**src/rtl/gs_pkg.sv**
```systemverilog
// Shared types and constants for the reciprocal table loader and its S1.30 result table.
package gs_pkg;
  localparam int RES_W  = 32;
  localparam int COEF_W = 8;

  // 1.0 in S1.30.
  localparam logic [RES_W-1:0] RCP_ONE = 32'h4000_0000;

  typedef enum logic [2:0] {
    ST_IDLE,
    ST_ACCEPT,
    ST_RST,
    ST_REQ,
    ST_WRITE,
    ST_DONE
  } state_t;
endpackage

```
**src/rtl/recip_table.sv**
```systemverilog
// N x 32 result table: one write port, one registered read port (1-cycle latency, never stalls).
// A read of the entry being written in the same cycle returns the old contents.
module recip_table
  import gs_pkg::*;
#(
  parameter int N     = 16,
  parameter int IDX_W = 4
) (
  input  logic             i_clk,
  input  logic             i_reset,
  input  logic             i_wr_en,
  input  logic [IDX_W-1:0] i_wr_addr,
  input  logic [RES_W-1:0] i_wr_data,
  input  logic [IDX_W-1:0] i_rd_addr,
  output logic [RES_W-1:0] o_rd_data
);
  logic [RES_W-1:0] mem_q [N];
  logic [RES_W-1:0] mem_d [N];
  logic [RES_W-1:0] rd_data_q, rd_data_d;

  always_comb begin
    mem_d = mem_q;
    if (i_wr_en) begin
      mem_d[i_wr_addr] = i_wr_data;
    end
    rd_data_d = mem_q[i_rd_addr];
  end

  always_ff @(posedge i_clk) begin
    if (i_reset) begin
      for (int i = 0; i < N; i++) begin
        mem_q[i] <= '0;
      end
      rd_data_q <= '0;
    end else begin
      mem_q     <= mem_d;
      rd_data_q <= rd_data_d;
    end
  end

  assign o_rd_data = rd_data_q;
endmodule

```
**src/rtl/recip_table_loader.sv**
```systemverilog
// Feeds N coefficients to the reciprocal engine and tables the results; per entry 3+L cycles (2 if zero).
// Input is back-pressured (o_in_ready low) from engine reset until the table write completes.
module recip_table_loader
  import gs_pkg::*;
#(
  parameter int N       = 16,
  parameter int IDX_W   = 4,
  parameter int TIMEOUT = 31
) (
  input  logic              i_clk,
  input  logic              i_reset,
  input  logic              i_start,
  input  logic              i_in_valid,
  output logic              o_in_ready,
  input  logic [COEF_W-1:0] i_in_data,
  output logic              o_rcp_reset,
  output logic              o_rcp_valid,
  output logic [COEF_W-1:0] o_rcp_divisor,
  input  logic              i_rcp_valid,
  input  logic [RES_W-1:0]  i_rcp_quotient,
  input  logic [IDX_W-1:0]  i_rd_addr,
  output logic [RES_W-1:0]  o_rd_data,
  output logic              o_done,
  output logic              o_zero_div,
  output logic              o_err
);
  localparam int CNT_W = $clog2(TIMEOUT + 1);

  state_t              state_q, state_d;
  logic [IDX_W-1:0]    idx_q, idx_d;
  logic [COEF_W-1:0]   div_q, div_d;
  logic [CNT_W-1:0]    cnt_q, cnt_d;
  logic [RES_W-1:0]    val_q, val_d;
  logic                zero_q, zero_d;
  logic                err_q, err_d;
  logic                wr_en;

  always_comb begin
    state_d = state_q;
    idx_d   = idx_q;
    div_d   = div_q;
    cnt_d   = cnt_q;
    val_d   = val_q;
    zero_d  = zero_q;
    err_d   = err_q;
    wr_en   = 1'b0;

    case (state_q)
      ST_IDLE, ST_DONE: begin
        if (i_start) begin
          idx_d   = '0;
          zero_d  = 1'b0;
          err_d   = 1'b0;
          state_d = ST_ACCEPT;
        end
      end
      ST_ACCEPT: begin
        if (i_in_valid) begin
          div_d = i_in_data;
          // A zero divisor never reaches the engine; its entry is tabled as 0.
          if (i_in_data == '0) begin
            val_d   = '0;
            zero_d  = 1'b1;
            state_d = ST_WRITE;
          end else begin
            state_d = ST_RST;
          end
        end
      end
      ST_RST: begin
        cnt_d   = '0;
        state_d = ST_REQ;
      end
      ST_REQ: begin
        cnt_d = cnt_q + 1'b1;
        // cnt_q counts completed REQ cycles, so this is the TIMEOUT-th one; a response still wins.
        if (i_rcp_valid) begin
          val_d   = i_rcp_quotient;
          state_d = ST_WRITE;
        end else if (cnt_q == CNT_W'(TIMEOUT - 1)) begin
          val_d   = '0;
          err_d   = 1'b1;
          state_d = ST_WRITE;
        end
      end
      ST_WRITE: begin
        wr_en = 1'b1;
        if (idx_q == IDX_W'(N - 1)) begin
          state_d = ST_DONE;
        end else begin
          idx_d   = idx_q + 1'b1;
          state_d = ST_ACCEPT;
        end
      end
      default: state_d = ST_IDLE;
    endcase
  end

  always_ff @(posedge i_clk) begin
    if (i_reset) begin
      state_q <= ST_IDLE;
      idx_q   <= '0;
      div_q   <= '0;
      cnt_q   <= '0;
      val_q   <= '0;
      zero_q  <= 1'b0;
      err_q   <= 1'b0;
    end else begin
      state_q <= state_d;
      idx_q   <= idx_d;
      div_q   <= div_d;
      cnt_q   <= cnt_d;
      val_q   <= val_d;
      zero_q  <= zero_d;
      err_q   <= err_d;
    end
  end

  // The engine holds its result until reset, so every request is preceded by a one-cycle reset.
  assign o_rcp_reset   = i_reset | (state_q == ST_RST);
  assign o_rcp_valid   = (state_q == ST_REQ);
  assign o_rcp_divisor = div_q;
  assign o_in_ready    = (state_q == ST_ACCEPT);
  assign o_done        = (state_q == ST_DONE);
  assign o_zero_div    = zero_q;
  assign o_err         = err_q;

  recip_table #(
    .N     (N),
    .IDX_W (IDX_W)
  ) u_table (
    .i_clk     (i_clk),
    .i_reset   (i_reset),
    .i_wr_en   (wr_en),
    .i_wr_addr (idx_q),
    .i_wr_data (val_q),
    .i_rd_addr (i_rd_addr),
    .o_rd_data (o_rd_data)
  );
endmodule
```
**config.mk**
```make
export PLATFORM = sky130hd
export DESIGN_NAME = recip_table_loader
export DESIGN_NICKNAME = d
export VERILOG_FILES = /design/src/rtl/gs_pkg.sv /design/src/rtl/recip_table.sv /design/src/rtl/recip_table_loader.sv
export SDC_FILE = /design/constraint.sdc
export NUM_CORES = 1
export LEC_CHECK = 0
export CORE_MARGIN = 3
export CORE_UTILIZATION = 30
export CTS_BUF_LIST = sky130_fd_sc_hd__clkbuf_8 sky130_fd_sc_hd__clkbuf_16
export DETAILED_ROUTE_END_ITERATION = 10
export GPL_TIMING_DRIVEN = 0
export PLACE_DENSITY_LB_ADDON = 0.12
export SLEW_MARGIN = 20
export SYNTH_ARGS = -nofsm -noshare
export SYNTH_HDL_FRONTEND = slang
export SYNTH_SLANG_ARGS = --single-unit
```
**constraint.sdc**
```tcl
create_clock -name i_clk -period 2 [get_ports i_clk]
set_input_delay 0.3 -clock i_clk [delete_from_list [all_inputs] [get_ports i_clk]]
set_output_delay 0.3 -clock i_clk [all_outputs]
set_load 0.03 [all_outputs]
```
* Word level (Yosys, flattened, before mapping)
Cells that the tools add are included.
** Word-level totals
- Input bits :: 49
- Logic and storage cells :: 91
- Output and inout port bits :: 46
- Register bits :: 598
** Operators by class
- Magnitude comparators :: 3
- $add $sub $neg :: 2
- Bitwise operators :: 3
- Equality and inequality tests :: 14
- Mux-type cells :: 30
- Reductions and logical operators :: 15
** Operators with widths (count)
- 512-bit bitwise mux :: 1
- 32-bit 2-to-1 mux :: 7
- 32-bit binary-select mux with 4-bit select :: 1
- 32-bit demux with 4-bit select :: 1
- 32-bit one-hot mux with 2 select lines :: 1
- 3-bit 2-to-1 mux :: 6
- 3-bit one-hot mux with 5 select lines :: 1
- 4-bit AND reduction :: 3
- 5-bit >= comparator (second input constant) :: 2
- 4-bit NOT with 5-bit output :: 2
- 5-bit one-hot mux with 2 select lines :: 1
- 2-bit nonzero test :: 5
- 8-bit logical NOT :: 1
- 4-bit 2-to-1 mux :: 2
- 2-bit inequality test (second input constant) :: 4
- 4-bit one-hot mux with 2 select lines :: 1
- 3-bit by 2-bit equality test with 1-bit output (second input constant) :: 2
- 3-bit equality test (second input constant) :: 2
- 1-bit 2-to-1 mux :: 6
- 3-bit AND reduction :: 2
- 5-bit by 1-bit adder with 5-bit output (second input constant) :: 1
- 5-bit equality test (second input constant) :: 1
- 5-bit by 1-bit < comparator with 1-bit output (second input constant) :: 1
- 4-bit by 1-bit adder with 4-bit output (second input constant) :: 1
- other kinds (10) :: 12

* Longest topological paths before layout
Gate-level depths: netlist of run 1.
- Depth in word-level cells :: 6
- Depth in mapped cells :: 8

* Hierarchy
From an unflattened synthesis of run 1, not the netlist that was laid out.
** Unflattened totals
- Cell total of the unflattened synthesis :: 3079
- Area total of the unflattened synthesis :: 24772.5 um^2
** Modules (own cells, without submodules)
- recip_table :: times used 1, area an instance 22653.0 um^2, cells an instance 2867
- recip_table_loader :: times used 1, area an instance 2119.5 um^2, cells an instance 212

* Least setup slack after synthesis of run 1
OpenSTA, ideal clock, no wires.
- Path type :: flip-flop to flip-flop
- Start :: reg state_q[0]
- End :: reg div_q[0], in the netlist o_rcp_divisor[0]
- Arrival time :: 2.126 ns
- Cell stages (with the launch flop) :: 7
- Slack :: -0.258 ns
- Clock period less this slack :: 2.258 ns
- Data required time :: 1.868 ns
- Path buffers :: 2
- Path through :: dfxtp_1 > buf_2 > clkbuf_1 > nor3b_1 > nand2_1 > nand2_1 > a21oi_1
** Between the ends
- Longest elaborated chain between the ends :: 2
** Ends and longest elaborated chain
- start, declared :: RTL line recip_table_loader.sv:29 : state_t state_q, state_d;
- start signal, assigned :: RTL line recip_table_loader.sv:109 : state_q <= state_d;
- 3-bit by 1-bit equality test with 1-bit output
- via o_in_ready :: RTL line recip_table_loader.sv:14 : output logic o_in_ready,
- 2-bit AND reduction (no line)
- end signal, assigned :: RTL line recip_table_loader.sv:111 : div_q <= div_d;
- end, declared :: RTL line recip_table_loader.sv:31 : logic [COEF_W-1:0] div_q, div_d;
The timed path passes the listed nets, and every way through them passes these cells.
A chain may end at the register's enable or synchronous reset.

* Final worst setup path of run 1
- Start :: in i_rd_addr[1]
- End :: reg u_table.rd_data_q[31], in the netlist u_table.o_rd_data[31]
** Between the ends
- Longest elaborated chain between the ends :: 4
** Ends and longest elaborated chain
- start, declared :: RTL line recip_table_loader.sv:21 : input logic [IDX_W-1:0] i_rd_addr,
- 4-bit NOT with 5-bit output (implied by the code) :: RTL line recip_table.sv:26 : rd_data_d = mem_q[i_rd_addr];
- 32-bit binary-select mux with 4-bit select :: RTL line recip_table.sv:26
- 32-bit 2-to-1 mux (implied by the code) (2 in series) :: RTL line recip_table.sv:26
- end signal, assigned :: RTL line recip_table.sv:37 : rd_data_q <= rd_data_d;
- end, declared :: RTL line recip_table.sv:19 : logic [RES_W-1:0] rd_data_q, rd_data_d;
Every way passes these cells. The select of a mux whose other input is x is not followed.

==> summary.md, run 1 <==
The logs give 0 for the number of warning messages in the yosys log and 56 for the number of distinct standard cells referenced by the synthesized netlist. The logs give 66600 um for the HPWL reported at the end of detailed placement and 86100 um^2 for the die outline area. Total via count after detailed routing: 21100.

For the final sum of negative setup slack, the log shows -383 ps. The tools report the beginning of the worst hold path as i_rcp_quotient[23]. In this run the count of I/O pins placed on the die edge is 95. The largest buffer count on any clock path is 3, and the simple-gate share of the synthesized area is 18.7%. The checks that failed: negative setup slack. The count of inserted antenna diode cells was 0; the total power after layout was 26.8 mW. Per report_power, the sequential group accounts for 44.8% of the total. The run gives 3124 as the final layout net count. The congestion estimate from routability-driven global placement came to 0.859.

Leaving out fill and tap cells, the most frequent cells in the layout are nand2_1, dfxtp_1, a21oi_1, mux4_2, clkbuf_1. The final-report hold violation count was 0; the overall die height was 293 um. The proportion of synthesized chip area in sequential cells is 48.3%. The path with the worst hold slack has its endpoint at val_q[23]. Area added between synthesis and finish: 20.7%.

The total buffers and inverters traversed by the critical path is 2. Setup repair after global routing could not meet its margin everywhere. The run gives 0 as the number of nets with antenna violations after routing.

The flow ran to the end, but the final reports show violations. The number of H-tree branching levels came out at 3. The first global-routing pass estimated 131000 um of wire.

Layer with the highest usage after global routing: met2. The number of buffers created by CTS was 70. The post-layout worst setup margin is -135 ps, and the number of pins with negative max-slew slack in the final report is 0. The x dimension of the die is 293 um, and the adder-cell share of the synthesized area is 0.303%. VDD sags by at most 0.000432 V. The synthesized netlist devotes 13.8% of its cell area to compound gates.

The worst path arrival time is 2580 ps. The largest individual stage delay along the critical path comes from the cell clkbuf_1. In the routed design, unresolved DRC markers number 0.

Once layout is complete, the utilization of the core stands at 36.8%. The number of input and output port buffers inserted is 90. TritonCTS built the clock tree. Number of global-route vias before repair: 20400. The net switching power is 6.46 mW, and the final cycle utilization of the critical path is 107%. For the number of antenna violations at the first check in global routing, the log shows 1.

The worst-case headroom to the max-slew limit was 31.9%. Global routing used 27.6% of the available met1 tracks. The clock transition at the registers of the reported paths works out to 60 ps. The share of post-route cells with drive strength above 1 came out at 14.9%. The clock root buffer master is clkbuf_16. STA classifies the critical path startpoint as an input port. STA puts the critical path data required time at 2450 ps. The tools report the final cell count without fillers as 4184.

In this run the critical register-to-register path is captured at u_table.mem_q[482]. Fraction of synthesized cell area in xor and xnor cells: 0.0707%. The met3 track demand over resource in global routing is 2.63%. Clock latency on the worst-skew pair, taken at its later pin, is 620 ps. Setup violations remaining at the end of the flow were counted as 6. Summing all multi-input logic gate instances after layout gives 11600 um^2.

Entering global routing, the biggest net connects 14 pins. The detailed router finished its first iteration with 1671 violations. For this configuration, the core starts out at a cell density of 30.5%.

After synthesis, the largest family of logic cells by area is simple AND/OR/NAND/NOR gates. The critical path is of the input port to register type. The family of cells with the greatest summed delay on the critical path was buffers and inverters.

The switching portion of total power is 24.1%. Across the run, the number of max-cap violations was 0. The number of standard-cell rows in the floorplan was 104; the number of logic stages on the critical path including buffering was 5. The leakage power figure came out at 10.0 nW.

Clock skew on the completed layout was measured at 24.8 ps. For this run, the total global-route usage over all layers was measured as 20.1%. The internal power of the cells totals 20.3 mW. The CTS sink count is 598.

Dividing the detail-routed wire length by the instance count gives 21.1 um. Traced cell by cell, the critical path runs through clkbuf_1 > clkbuf_1 > mux4_2 > mux2i_1 > o22ai_1. The worst register-to-register path has a depth of 8.

Leaving out fill and tap cells, the most frequent cell in the layout is nand2_1. After detailed routing, the number of vias per cell comes to 5.04. After detailed routing, the total wire length is 88400 um. The maximum fanout along the worst path came out at 10. Fill cells in the final layout number 8323. Post-synthesis average cell area: 8.54 um^2.

The gate count after technology mapping is 2902. Power density over cell area: 895 nW/um^2. The capturing element type of the critical path is a register. The first-pass detailed-route iteration total was 5; the final design instance area without fill was 29900 um^2. For this run the aggregate overflow at the end of global routing stands at 0. The synthesis-stage register bit count came out at 598.

Combinational logic is responsible for 6.8% of the overall power. For flop-to-flop paths, the worst setup slack is 30 ps. The proportion of synthesized area in mux cells was 13.3%; the clock period minus worst slack was 2130 ps. Once placement finished, the instance area stood at 27000 um^2. The number of instances on the worst hold path was 2; the number of placed cells counting well taps was 4052. The total area inside the core boundary comes to 81200 um^2. The cell that appears most often on the critical path is clkbuf_1. The logs give 0.468 GHz for the maximum clock rate and 24800 um^2 for the post-synth design cell area.

The worst hold path belongs to the class input port to register. Summing all flip-flop and latch instances after layout gives 12000 um^2. Met2 global-route usage: 33.1%. The tools report the launching point of the worst reg2reg path as state_q[0]. Delay contributed by the slowest stage of the critical path: 800 ps.

The transition at the pin with the smallest max-transition slack was 1020 ps. The logs give 2957 for the post-synthesis net count and 48.4% for the share of total power in the clock network.
## worst reg2reg max path: cells and delay by family, from the launching register on
family / cells / cell delay (ps)
AO/OA/AOI/OAI: 1 / 70
AND/OR/NAND/NOR: 3 / 580
flip-flops: 1 / 320
buffers and inverters: 4 / 870
## through the flow
step	setup WS, ps	hold WS (ps)
2_1_floorplan	125	425
3_3_place_gp	-1410	438
3_5_place_dp	-1310	443
4_1_cts	-95.3	235
5_1_grt	-111	267
6_report	-135	273
## repair_timing
item / CTS / global route
gates resized for setup: 172 / 81
buffers inserted: 11 / 10
setup endpoints to repair: 555 / 519
pin swaps: 3 / 2
hold buffers: 0 / 0
## state kept, by name, summed over array words and instances (netlist names)
register           count
u_table.mem_q        512
o_err                  1
u_table.o_rd_data     32
o_rcp_divisor          8
idx_q                  4
state_q                3
val_q                 32
cnt_q                  5
o_zero_div             1
## power by group through the flow
stage / Clock [mW] / Sequential (mW) / Combinational (mW)
after floorplan: 0 / 12.3 / 0.904
after global placement: 0 / 12.3 / 1.63
after detailed placement: 0 / 12.3 / 1.64
after CTS: 13.3 / 12.0 / 1.76
after global routing: 13.7 / 12.0 / 1.93
final: 13.0 / 12.0 / 1.81
## kinds of logic after synthesis
kind of cell,after synthesis
simple gates,1177
compound gates,630
flops,598
buf+inv,307
mux,182
fa+ha+maj,6
xor+xnor,2
## Yosys cell counts, drive strengths merged
| cell | instances | area share (%) |
|---|---|---|
| nor3 | 7 | 0.18 |
| nand3b | 1 | 0.030 |
| ha | 6 | 0.30 |
| a21o | 2 | 0.061 |
| o22ai | 22 | 0.56 |
| a211oi | 1 | 0.030 |
| o21ai | 4 | 0.081 |
| o221ai | 1 | 0.035 |
| and2 | 2 | 0.050 |
| or2 | 2 | 0.051 |
| a21oi | 532 | 11 |
| buf | 85 | 2.1 |
| or3 | 3 | 0.096 |
| a311oi | 1 | 0.035 |
| nand2 | 1081 | 16 |
| o21a | 1 | 0.030 |
| dfxtp | 598 | 48 |
| nor2b | 5 | 0.13 |
| o211ai | 11 | 0.33 |
| or3b | 1 | 0.035 |
| nor3b | 5 | 0.19 |
| and3 | 17 | 0.43 |
| a32oi | 11 | 0.39 |
| a221oi | 1 | 0.035 |
| a22o | 32 | 1.1 |
| xnor2 | 1 | 0.035 |
| mux2 | 1 | 0.045 |
| clkbuf | 214 | 3.2 |
| a21bo | 1 | 0.040 |
| o311a | 1 | 0.040 |
| mux4 | 117 | 11 |
| o21bai | 2 | 0.061 |
| o2bb2ai | 1 | 0.061 |
| mux2i | 64 | 2.6 |
| nand2b | 3 | 0.086 |
| nand3 | 21 | 0.42 |
| nor2 | 12 | 0.18 |
| nand4 | 13 | 0.33 |
| or4 | 4 | 0.14 |
| a31oi | 4 | 0.10 |
| xor2 | 1 | 0.035 |
| o31a | 1 | 0.035 |
| a41oi | 1 | 0.035 |
| inv | 8 | 0.12 |
## metal layers
metal | share of wire [%] | wire length [um]
met1 | 44 | 39300
met2 | 47 | 41700
met3 | 6.0 | 5290
met4 | 2.4 | 2150
met5 | 0 | 0
## final cells by class
| class | instances | share of cell area [%] |
|---|---|---|
| sequential | 598 | 40.0 |
| multi-input combinational | 1997 | 38.8 |
| clock buffer | 84 | 6.65 |
| buffer | 283 | 5.17 |
| tap | 1060 | 4.43 |
| timing repair buffer | 111 | 3.65 |
| clock inverter | 43 | 1.16 |
| inverter | 8 | 0.109 |
## worst max path at each step
stage,slack [ps],to,start
6_report,-130,u_table.o_rd_data[31],i_rd_addr[1]
5_1_grt,-110,u_table.o_rd_data[31],i_rd_addr[1]
4_1_cts,-100,state_q[2],idx_q[0]
3_5_place_dp,-1310,u_table.o_rd_data[31],i_rd_addr[2]
3_3_place_gp,-1410,u_table.o_rd_data[31],i_rd_addr[2]
2_1_floorplan,120,o_rcp_divisor[0],state_q[0]
No activity file was read; power rests on OpenSTA's default activity.
==> run 2: changes to the inputs <==
CTS_CLUSTER_DIAMETER = 150   (was unset)
clock period = 2.75 ns   (was 2 ns; I/O delays follow)
==> run 2 against run 1 <==
The flow now finishes without violations; sequential power down 27%; routed wire length is 0.60% lower; clock power fell by 25%; largest cell class unchanged; largest power group unchanged; hold slack improved by 100 ps; total power fell by 27%; worst setup slack improved by 210 ps; flip-flop and latch count unchanged; critical endpoint is now u_table.mem_q[18]; via count up 0.17%.
==> summary.md, run 2 (synthesized netlist as in run 1, its figures left out) <==
The tree is rooted in a clkbuf_16. The later-pin clock latency in the skew report was 610 ps (about the same); the flip-flop count of the largest register, all copies and words added was 512 (unchanged). Walking the worst path, the cells encountered are ha_1 > clkbuf_1 > nand3_1 > nor2_2 > clkbuf_1 > nand2_1 > a21oi_1. The number of H-tree branching levels was 3 (unchanged); the global router's overall resource usage was 20.1% (-0.080 points). Beginning of the worst hold path: i_reset. The tools report the number of nets with antenna violations after routing as 0 (unchanged). The DRC violation count after routing is 0 (unchanged). The end point of the critical path was u_table.mem_q[18].

The first-pass detailed-route iteration total was 7 (+2). The final worst hold slack is 378 ps (+105 ps). The share of post-route cells with drive strength above 1 is 10.6% (-4.3 points), and the total detailed-routing wirelength is 87900 um (-0.60%). The leakage power figure was 9.66 nW (-3.4%); the transition at the pin with the smallest max-transition slack was 1150 ps (+125 ps). The core outline area is 81200 um^2 (unchanged).

The tools report the peak supply drop as 0.000398 V (-7.9%). Launching instance or port of the critical path: idx_q[1]. TritonCTS built the clock tree. Leaving out fill and tap cells, the most frequent cell in the layout is nand2_1. The number of pins with negative max-slew slack in the final report was 0 (unchanged); the placed standard-cell area was 27000 um^2 (about the same).

The x dimension of the die came out at 293 um (unchanged). The post-layout worst setup margin was 80.0 ps (+215 ps); the final sum of negative setup slack was 0 ps (+383 ps). The number of fillers in the final layout was 8400 (+0.93%); the HPWL reported at the end of detailed placement was 66600 um (about the same). The number of buffers created by CTS is 71 (+1.4%). The global placement routability congestion was 0.875 (+1.9%); the routed length per instance was 21.1 um (-0.34%).

The first-pass GRT wire length is 131000 um (+0.12%), and the total I/O pin count is 95 (unchanged). Ranked by flip-flop count, first place goes to u_table.mem_q. Worst path arrival time: 3190 ps (+610 ps).

The tools report the CTS sink count as 598 (unchanged). The largest individual stage delay along the critical path comes from the cell nor2_2. STA classifies the critical path startpoint as a register.

Leaving out fill and tap cells, the most frequent cells in the layout are nand2_1, dfxtp_1, a21oi_1, clkbuf_1, mux4_2. The clock transition at the registers of the reported paths came out at 60 ps (about the same). The worst hold path class is input port to register. Final design instance area without fill: 29400 um^2 (-1.6%).

The overall die height came out at 293 um (unchanged). Compared with the post-synthesis result, the final layout area differs by 18.8%. The final layout net count was 3120 (-0.13%).

The DRC marker count from the first detailed-route iteration is 1543 (-7.7%). The power density over cell area works out to 667 nW/um^2 (-26%). The routed via count divided by cell count is 5.07 (+0.43%). The die outline area is 86100 um^2 (unchanged), and the effective utilization at floorplan is 30.5% (unchanged).

The run gives 0 (unchanged) as the total global routing overflow. The clock period minus worst slack came out at 2670 ps. The tools report the count of final setup violators as 0 (-6). Library cell appearing most often on the critical path: clkbuf_1. The final setup skew is 25.1 ps (+0.271 ps). STA classifies the critical path endpoint as a register.

The logs give -778 ps (+537 ps) for the worst slack at placement and 3270 ps (+820 ps) for the required time at the worst-slack endpoint. The delay contributed by the slowest stage of the critical path works out to 510 ps (-290 ps). The tools report the number of placed cells counting well taps as 4052 (unchanged). The startpoint identified for the worst register-to-register timing path is idx_q[1]. The length in cells of the worst reg-to-reg path was 7 (-1); the final cycle utilization of the critical path was 97.1%. The run gives 14 (unchanged) as the largest net degree at the start of global routing. The run gives 3 (unchanged) as the largest buffer count on any clock path. The endpoint identified for the worst register-to-register timing path is u_table.mem_q[18]. The total via count after detailed routing was 21100 (+0.17%).

The worst setup path category was register to register. The logs give 80 ps (+50 ps) for the minimum setup slack among reg-to-reg paths and 0 (unchanged) for the number of buffers added to fix hold violations after cts. The number of global-route vias before repair came out at 20600 (+1.0%).

The worst-case headroom to the max-slew limit is 23.5% (-8.3 points), and the number of instances on the worst hold path is 3 (+1). The number of input and output port buffers inserted was 90 (unchanged); the number of antenna violations at the first check in global routing was 1 (unchanged). The logs give 0 (unchanged) for the number of violations of the max-capacitance limit and 104 (unchanged) for the number of standard-cell rows in the floorplan.

Setup repair after global routing left no endpoint under its margin. The final-report hold violation count is 0 (unchanged). The run finished with clean final reports. The maximum clock rate was 0.375 GHz; the maximum fanout along the worst path was 10 (unchanged).

The final cell count without fillers came out at 4173 (-0.26%).
-- run 2: cell count changes in the layout (fill, tap and decap cells not counted), sizes merged, moves of 2 or more --
cell	before	now
inv	25	19
clkdlybuf4s15	1	3
clkinv	20	11
bufinv	5	8
dlygate4sd2	0	2
clkbuf	273	304
buf	118	82
-- run 2: worst min path at each step --
stage / endpoint / slack, ps
floorplan: u_table.mem_q[162] / 430
global placement: u_table.mem_q[496] / 440
detailed placement: u_table.mem_q[178] / 440
CTS: o_rcp_divisor[2] / 350
global route: val_q[20] / 390
finish: val_q[31] / 380
-- run 2: final cells by class --
type                            instances  area (um^2)  area share (%)
Buffer                                299         1370            4.64
Clock buffer                           89         2050            6.95
Clock inverter                         31          348            1.18
Multi-Input combinational cell       1997        11500            38.9
Sequential cell                       598        12000            40.7
Antenna cell                            1         2.50         0.00850
Tap cell                             1060         1330            4.50
Timing Repair Buffer                   90          896            3.04
Inverter                                8         30.0           0.102
-- run 2: per-layer routing --
metal  part of all wire (%)  routed length, um  GRT usage [%]  vias to the layer above
li1                       -                  -              -                    10100
met1                     45              39100           27.2                    10300
met2                     46              40800           32.6                      641
met3                    6.0               5260           3.14                      139
met4                    3.0               2620           7.00                        0
met5                      0                  0              0                        -
-- run 2: where the power goes --
group	total (mW)	switching (mW)	leakage [nW]	internal, mW
registers	8.72	0.0190	4.82	8.70
clock network	9.72	3.75	1.23	5.97
logic	1.19	0.826	3.61	0.359
-- run 2: critical path: cells and delay by family, from the launching register on --
kind                     cells  cell delay (ps)
AO/OA/AOI/OAI                1              150
adder cells (fa/ha/maj)      1              180
buffers and inverters        2              980
flip-flops                   1              410
AND/OR/NAND/NOR              3              860
-- run 2: metrics by stage --
| step | power (mW) | util (%) |
|---|---|---|
| 6_report | 19.6 | 36.3 |
| 5_1_grt | 20.3 | 36.3 |
| 4_1_cts | 19.9 | 36.2 |
| 3_5_place_dp | 10.1 | 33.3 |
| 3_3_place_gp | 10.1 | 33.3 |
| 2_1_floorplan | 9.60 | - |
-- run 2: what timing repair did --
action / 4_1_cts / 5_1_grt
pin swaps: 0 / 0
resized for setup: 14 / 12
buffers inserted: 0 / 0
endpoints found under the setup margin: 28 / 24
